File: src/rtl/irq_request_latch_if.sv
// Request/acknowledge bundle between the irq_request_latch and its consumer.
// The master side drives event lines, mask and acks; the slave side is the latch.
interface irq_request_latch_if #(
  parameter int WIDTH = 8,
  parameter int ID_W  = 3
);
  logic [WIDTH-1:0] irq_in;
  logic [WIDTH-1:0] mask;
  logic             ack;
  logic [ID_W-1:0]  ack_id;
  logic             clr_all;
  logic [WIDTH-1:0] req_vec;
  logic             valid;
  logic [WIDTH-1:0] pend;
  logic [WIDTH-1:0] ovf;
  logic             ack_err;

  modport master (
    output irq_in, mask, ack, ack_id, clr_all,
    input  req_vec, valid, pend, ovf, ack_err
  );

  modport slave (
    input  irq_in, mask, ack, ack_id, clr_all,
    output req_vec, valid, pend, ovf, ack_err
  );
endinterface

File: src/rtl/irq_request_latch.sv
// Rising-edge request capture with pending/overflow latches feeding an 8:3 encoder.
// Define IRQ_SYNC_EN to insert a two-flop synchronizer on irq_in (+2 cycles latency).
module irq_request_latch #(
  parameter int WIDTH = 8,
  parameter int ID_W  = 3
) (
  input  logic                clk,
  input  logic                rst,
  irq_request_latch_if.slave  bus
);

  logic [WIDTH-1:0] samp;
  logic [WIDTH-1:0] rise;
  logic [WIDTH-1:0] clear;
  logic [WIDTH-1:0] prev_q, prev_d;
  logic [WIDTH-1:0] pend_q, pend_d;
  logic [WIDTH-1:0] ovf_q, ovf_d;
  logic             ack_err_q, ack_err_d;

`ifdef IRQ_SYNC_EN
  logic [WIDTH-1:0] sync1_q, sync2_q;

  // Reset to all-ones so lines already high at reset release are not seen as events.
  always_ff @(posedge clk or posedge rst) begin
    if (rst) begin
      sync1_q <= '1;
      sync2_q <= '1;
    end else begin
      sync1_q <= bus.irq_in;
      sync2_q <= sync1_q;
    end
  end

  assign samp = sync2_q;
`else
  assign samp = bus.irq_in;
`endif

  assign rise = samp & ~prev_q;

  always_comb begin
    clear = '0;
    for (int i = 0; i < WIDTH; i++) begin
      clear[i] = bus.ack & (bus.ack_id == ID_W'(i));
    end
  end

  always_comb begin
    prev_d    = samp;
    pend_d    = pend_q;
    ovf_d     = ovf_q;
    ack_err_d = 1'b0;
    if (bus.clr_all) begin
      pend_d = '0;
      ovf_d  = '0;
    end else begin
      // A rise in the same cycle as its own ack wins, so the new event survives.
      pend_d    = (pend_q & ~clear) | rise;
      ovf_d     = ovf_q | (rise & pend_q & ~clear);
      ack_err_d = bus.ack & ~(|(pend_q & clear));
    end
  end

  always_ff @(posedge clk or posedge rst) begin
    if (rst) begin
      prev_q    <= '1;
      pend_q    <= '0;
      ovf_q     <= '0;
      ack_err_q <= 1'b0;
    end else begin
      prev_q    <= prev_d;
      pend_q    <= pend_d;
      ovf_q     <= ovf_d;
      ack_err_q <= ack_err_d;
    end
  end

  assign bus.req_vec = pend_q & bus.mask;
  assign bus.valid   = |(pend_q & bus.mask);
  assign bus.pend    = pend_q;
  assign bus.ovf     = ovf_q;
  assign bus.ack_err = ack_err_q;

endmodule

File: src/flat_wrapper.sv
// flat-port wrapper written by rule: the top's interface ports become plain ports
module irq_request_latch_flat 
#(
  parameter int WIDTH = 8,
  parameter int ID_W  = 3
)
  (clk, rst, bus_irq_in, bus_mask, bus_ack, bus_ack_id, bus_clr_all, bus_req_vec, bus_valid, bus_pend, bus_ovf, bus_ack_err);
  irq_request_latch_if #(.WIDTH(WIDTH), .ID_W(ID_W)) bus_i ();
  input  logic clk;
  input  logic rst;
  input wire logic [$bits(bus_i.irq_in)-1:0] bus_irq_in;
  input wire logic [$bits(bus_i.mask)-1:0] bus_mask;
  input wire logic [$bits(bus_i.ack)-1:0] bus_ack;
  input wire logic [$bits(bus_i.ack_id)-1:0] bus_ack_id;
  input wire logic [$bits(bus_i.clr_all)-1:0] bus_clr_all;
  output wire logic [$bits(bus_i.req_vec)-1:0] bus_req_vec;
  output wire logic [$bits(bus_i.valid)-1:0] bus_valid;
  output wire logic [$bits(bus_i.pend)-1:0] bus_pend;
  output wire logic [$bits(bus_i.ovf)-1:0] bus_ovf;
  output wire logic [$bits(bus_i.ack_err)-1:0] bus_ack_err;
  assign bus_i.irq_in = bus_irq_in;
  assign bus_i.mask = bus_mask;
  assign bus_i.ack = bus_ack;
  assign bus_i.ack_id = bus_ack_id;
  assign bus_i.clr_all = bus_clr_all;
  assign bus_req_vec = bus_i.req_vec;
  assign bus_valid = bus_i.valid;
  assign bus_pend = bus_i.pend;
  assign bus_ovf = bus_i.ovf;
  assign bus_ack_err = bus_i.ack_err;
  irq_request_latch #(.WIDTH(WIDTH), .ID_W(ID_W)) u_core (.clk(clk), .rst(rst), .bus(bus_i));
endmodule
File: config.mk
export PLATFORM = sky130hd
export DESIGN_NAME = irq_request_latch_flat
export DESIGN_NICKNAME = d
export VERILOG_FILES = /design/src/rtl/irq_request_latch_if.sv /design/src/rtl/irq_request_latch.sv /design/src/flat_wrapper.sv
export SDC_FILE = /design/constraint.sdc
export NUM_CORES = 1
export LEC_CHECK = 0
export CAP_MARGIN = 25
export CORE_ASPECT_RATIO = 1.2
export CORE_MARGIN = 2
export CORE_UTILIZATION = 41
export DETAILED_ROUTE_END_ITERATION = 6
export PLACE_DENSITY = 0.86
export RECOVER_POWER = 50
export SLEW_MARGIN = 10
export SYNTH_ARGS = -nofsm -noshare
export SYNTH_HDL_FRONTEND = slang
export SYNTH_SLANG_ARGS = --single-unit
File: constraint.sdc
create_clock -name clk -period 1.9 [get_ports clk]
set_input_delay 0.19 -clock clk [delete_from_list [all_inputs] [get_ports clk]]
set_output_delay 0.19 -clock clk [all_outputs]
set_load 0.1 [all_outputs]
# After elaboration in Yosys (flattened, before gate mapping)
# Index checks and enable logic that the tools add are counted.
[op_classes]
reduce_logical = 3
eq_ne = 7
bitwise_logic = 20
n_mux = 3
[op_table]
columns = ["op", "count"]
rows = [
  ["$and A8 B8 Y8", 6],
  ["$mux W8", 2],
  ["$not A8 Y8", 2],
  ["$or A8 B8 Y8", 2],
  ["$reduce_or A8 Y1", 2],
  ["$eq A3 B3 Y1 const B", 4],
  ["$and A1 B1 Y1", 9],
  ["$eq A3 B2 Y1 const B", 2],
  ["$eq A3 B1 Y1 const B", 1],
  ["$logic_not A3 Y1", 1],
  ["$mux W1", 1],
  ["$not A1 Y1", 1],
]
[word_totals]
output_inout_bits = 26
reg_bits = 25
in_bits = 23

# Logic depth before layout (Yosys ltp)
[depth]
ltp_word = 7
depth_mapped = 5
depth_no_buf = 3

# Worst setup path after synthesis
# No wires, ideal clock.
[synth_path]
kind = "register to output"
startpoint = "register u_core.pend_q[5] (netlist: u_core.bus.pend[5])"
endpoint = "output port bus_valid"
t_arrival_ps = 2899
required_ps = 1710
path_slack_ps = -1189
stages_incl_launch_ff = 4
path_cell_list = "dfrtp_1 > and2_1 > or4_1 > or4_1"
[synth_between]
elab_chain_len = 2
[synth_lines]
columns = ["item", "line", "text"]
rows = [
  ["start, declared", "irq_request_latch.sv:16", "logic [WIDTH-1:0] pend_q, pend_d;"],
  ["start signal, assigned", "irq_request_latch.sv:72", "pend_q <= pend_d;"],
  ["$and A8 B8 Y8", "-", ""],
  ["named net bus_req_vec[5]", "flat_wrapper.sv:16", "output wire logic [$bits(bus_i.req_vec)-1:0] bus_req_vec;"],
  ["$reduce_or A8 Y1", "irq_request_latch.sv:79", "assign bus.valid = |(pend_q & bus.mask);"],
  ["end, declared", "flat_wrapper.sv:17", "output wire logic [$bits(bus_i.valid)-1:0] bus_valid;"],
]
# The timed path passes the listed nets, and every way through them passes these cells.

# Final worst setup path
[layout_path]
startpoint = "register u_core.pend_q[6] (netlist: u_core.bus.pend[6])"
endpoint = "output port bus_valid"
[layout_between]
elab_chain_len = 2
[layout_lines]
columns = ["item", "line"]
rows = [
  ["$and A8 B8 Y8", "irq_request_latch.sv:79"],
  ["$reduce_or A8 Y1", "irq_request_latch.sv:79"],
]
# Every way passes these cells.

==> impl_metrics.toml <==
[global_routing]
grt_max_degree = 26
gr-usage-met2_pct = 41.0
grt_pass1_vias = 1134
gr-usage-met1_pct = 22.9
grt_overflow = 0
grt_pass1_wl_um = 4910
grt_use_met3_pct = 2.91
gr-max-usage-layer = "met2"
track_usage_pct = 21.0
antenna_found_initial = 0

[setup_path]
crit_chain = "and2_4, or4_4, or4_4, buf_12"
crit_slowest_cell = "or4_4"
cp_data_required_time_ns = 1.71
cp_common_cell = "or4_4"
crit_buf_inv = 1
path_max_fanout = 2
cpLargestDelayFamily = "simple AND/OR/NAND/NOR gates"
worstReg2RegStart = "u_core.bus.pend[5]$_DFF_PP0_"
critical_path_class = "reg -> out"
r2r_setup_slack_ns = 0.50
reg2reg_to = "u_core.bus.ack_err$_DFF_PP0_"
reg2reg_depth = 4
cp.arrival_ns = 2.09
slowest_delay_ns = 0.52
cp-end-kind = "primary output"
critPathLaunchType = "register"

[clocking]
clk_latency_ns = 0.31
clockRootBuffer = "clkbuf_4"
path_clk_slew_ns = 0.13
numClockSinks = 25
cts_buffers = 3
postCtsSetupBuffers = 0
clock_path_buffers = 2
cts_tree = "built"
htreeDepth = 1

[sta]
fin_worst_skew_ns = 0.00366
max_clock_freq_ghz = 0.438
relSlewSlack_pct = 14.0
final-max-slew-violation-count = 0
finalHoldViolCount = 0
totalNegativeSetupSlack_ns = -0.381
setup_viol = 1
rsz0062_at_grt = "yes"
worst_slew_pin_slew_ns = 1.29
fin_ws_ns = -0.381
fin_crit_ns = 2.28
min_period_over_period_pct = 120

[yosys]
syn_area_sq_um = 1120
ys_top_cells_by_count = "17 x dfrtp_1, 13 x a21oi_1, 9 x nor2_1"
ys_seq_area_share_pct = 56.8
async_reset_ff_share_pct = 100
synth_warnings = 0
yosys_most_used_dff = "dfrtp_1"
synth-edff-count = 0
synth_nets = 132
synthTopCellsByArea = "dfrtp_1 38%, dfstp_2 19%, a21oi_1 5.8%, and2_1 3.4%, nor2_1 3.0%"
ys_types = 27
syn_inst = 109
synth_top_cell_by_area = "dfrtp_1"
syn_area_per_cell_sq_um = 10.3
ys_ff_latch = 25
yosysMostFrequentCell = "dfrtp_1"
synth_top_area_share_pct = 38.0

[status]
violations = "setup timing"
status = "complete, but fails checks"

[floorplan]
core_area_sq_um = 2580
io_pins = 49
die-area_sq_um = 3170
die_w_um = 51.7
num_rows = 20
die_y_um = 61.3
initial_core_util_pct = 43.4

[pwr]
p_leak_nw = 0.804
peakVddDrop_mv = 0.475
powerDensity_nw_per_um2 = 704

[placement]
placed_area_sq_um = 1810
gp_congestion = 0.763
dpl.hpwl_um = 2440
port_buffers = 48
dp_slack_ns = -0.192

[layout]
area_delta_synth_final_pct = 63.0
layout.nets = 193
fill_cells = 207
drive_above_1_share_pct = 40.2
stdcell_area_sq_um = 1830
diodes = 0

[worst_hold_path]
min_from = "bus_irq_in[1]"
hold_path_class = "in -> reg"
hold_depth = 1
min_delay_worst_endpoint = "u_core.prev_q[1]$_DFF_PP1_"

[route]
ant_nets = 0
remaining_drc_errors = 0
drt_pass1_iterations = 4
drt-initial-drc-count = 40
wl_per_cell_um = 15.2
dr_total_vias = 1093
routed_wl_um = 3070
via_per_inst = 5.41

[run]
drv_cap = 0
## flip-flops by register name (all words and copies together), names as in the netlist
| signal | cells |
|---|---|
| u_core.prev_q | 8 |
| u_core.bus.ovf | 8 |
| u_core.bus.ack_err | 1 |
| u_core.bus.pend | 8 |
## worst reg2reg max path: stages (launching register included)
cell	delay, ns
dfrtp_2	0.43
buf_4	0.15
mux2i_1	0.14
o22ai_1	0.10
a2111oi_0	0.45
## where the power goes
part           total, mW  switching, mW  leakage [nW]  internal, mW
sequential         0.588         0.0194         0.304         0.568
clock              0.230          0.148        0.0150        0.0820
combinational      0.468          0.311         0.486         0.158
## per-stage QoR
step                instances  util [%]  total power [mW]  hold slack, ns
floorplan                 109         -             0.892           0.194
global placement          198      70.0              1.06           0.487
detailed placement        198      70.0              1.07           0.500
CTS                       202      71.1              1.30           0.201
global route              202      70.8              1.33           0.423
finish                    202      70.8              1.29           0.418
## repair_timing
action,4_1_cts,5_1_grt
hold buffers,0,0
resized for setup,0,1
gates cloned,0,0
endpoints found under the setup margin,1,1
## cells in the final DEF, fill, tap and decap left out, drive strengths merged, types with 3 or more instances in the layout
master,count
clkbuf,7
a31oi,4
nor2b,5
and2,8
dfrtp,17
nand4b,3
o2111ai,3
clkdlybuf4s50,12
o21ai,3
dlygate4sd3,10
a21oi,13
dfstp,8
nor2,9
inv,8
nand2,4
buf,37
## metal layers
layer  vias to the layer above  routed length (um)
li1                        505                   -
met1                       531                1140
met2                        51                1660
met3                         6                 235
met4                         0                  31
met5                         -                   0
## kinds of logic (layout without fill, tap and decap cells)
logic type | count (synthesis) | after routing | share of synthesized area [%]
AO/OA/AOI/OAI | 27 | 27 | 14.5
buffers and inverters | 14 | 74 | 4.69
flip-flops | 25 | 25 | 56.8
multiplexers | 2 | 2 | 1.79
AND/OR/NAND/NOR | 41 | 41 | 22.2
## final cells by class
type	instances	area [sq um]	share of cell area, %
repair buffers	62	623	34.1
well taps	33	41.3	2.26
inverters	8	30.0	1.64
clock buffers	4	26.3	1.44
multi-input cells	70	454	24.9
flip-flops and latches	25	651	35.6
## how the worst max path moves through the flow
stage,startpoint,endpoint,slack [ns],cells after the start
2_1_floorplan,u_core.bus.pend[6]$_DFF_PP0_,bus_valid,-0.33,3
3_3_place_gp,bus_mask[6],bus_valid,-0.16,5
3_5_place_dp,bus_mask[7],bus_valid,-0.19,5
4_1_cts,u_core.bus.pend[7]$_DFF_PP0_,bus_valid,-0.39,4
5_1_grt,u_core.bus.pend[6]$_DFF_PP0_,bus_valid,-0.43,4
6_report,u_core.bus.pend[6]$_DFF_PP0_,bus_valid,-0.38,4
No activity file was read; power rests on OpenSTA's default activity.
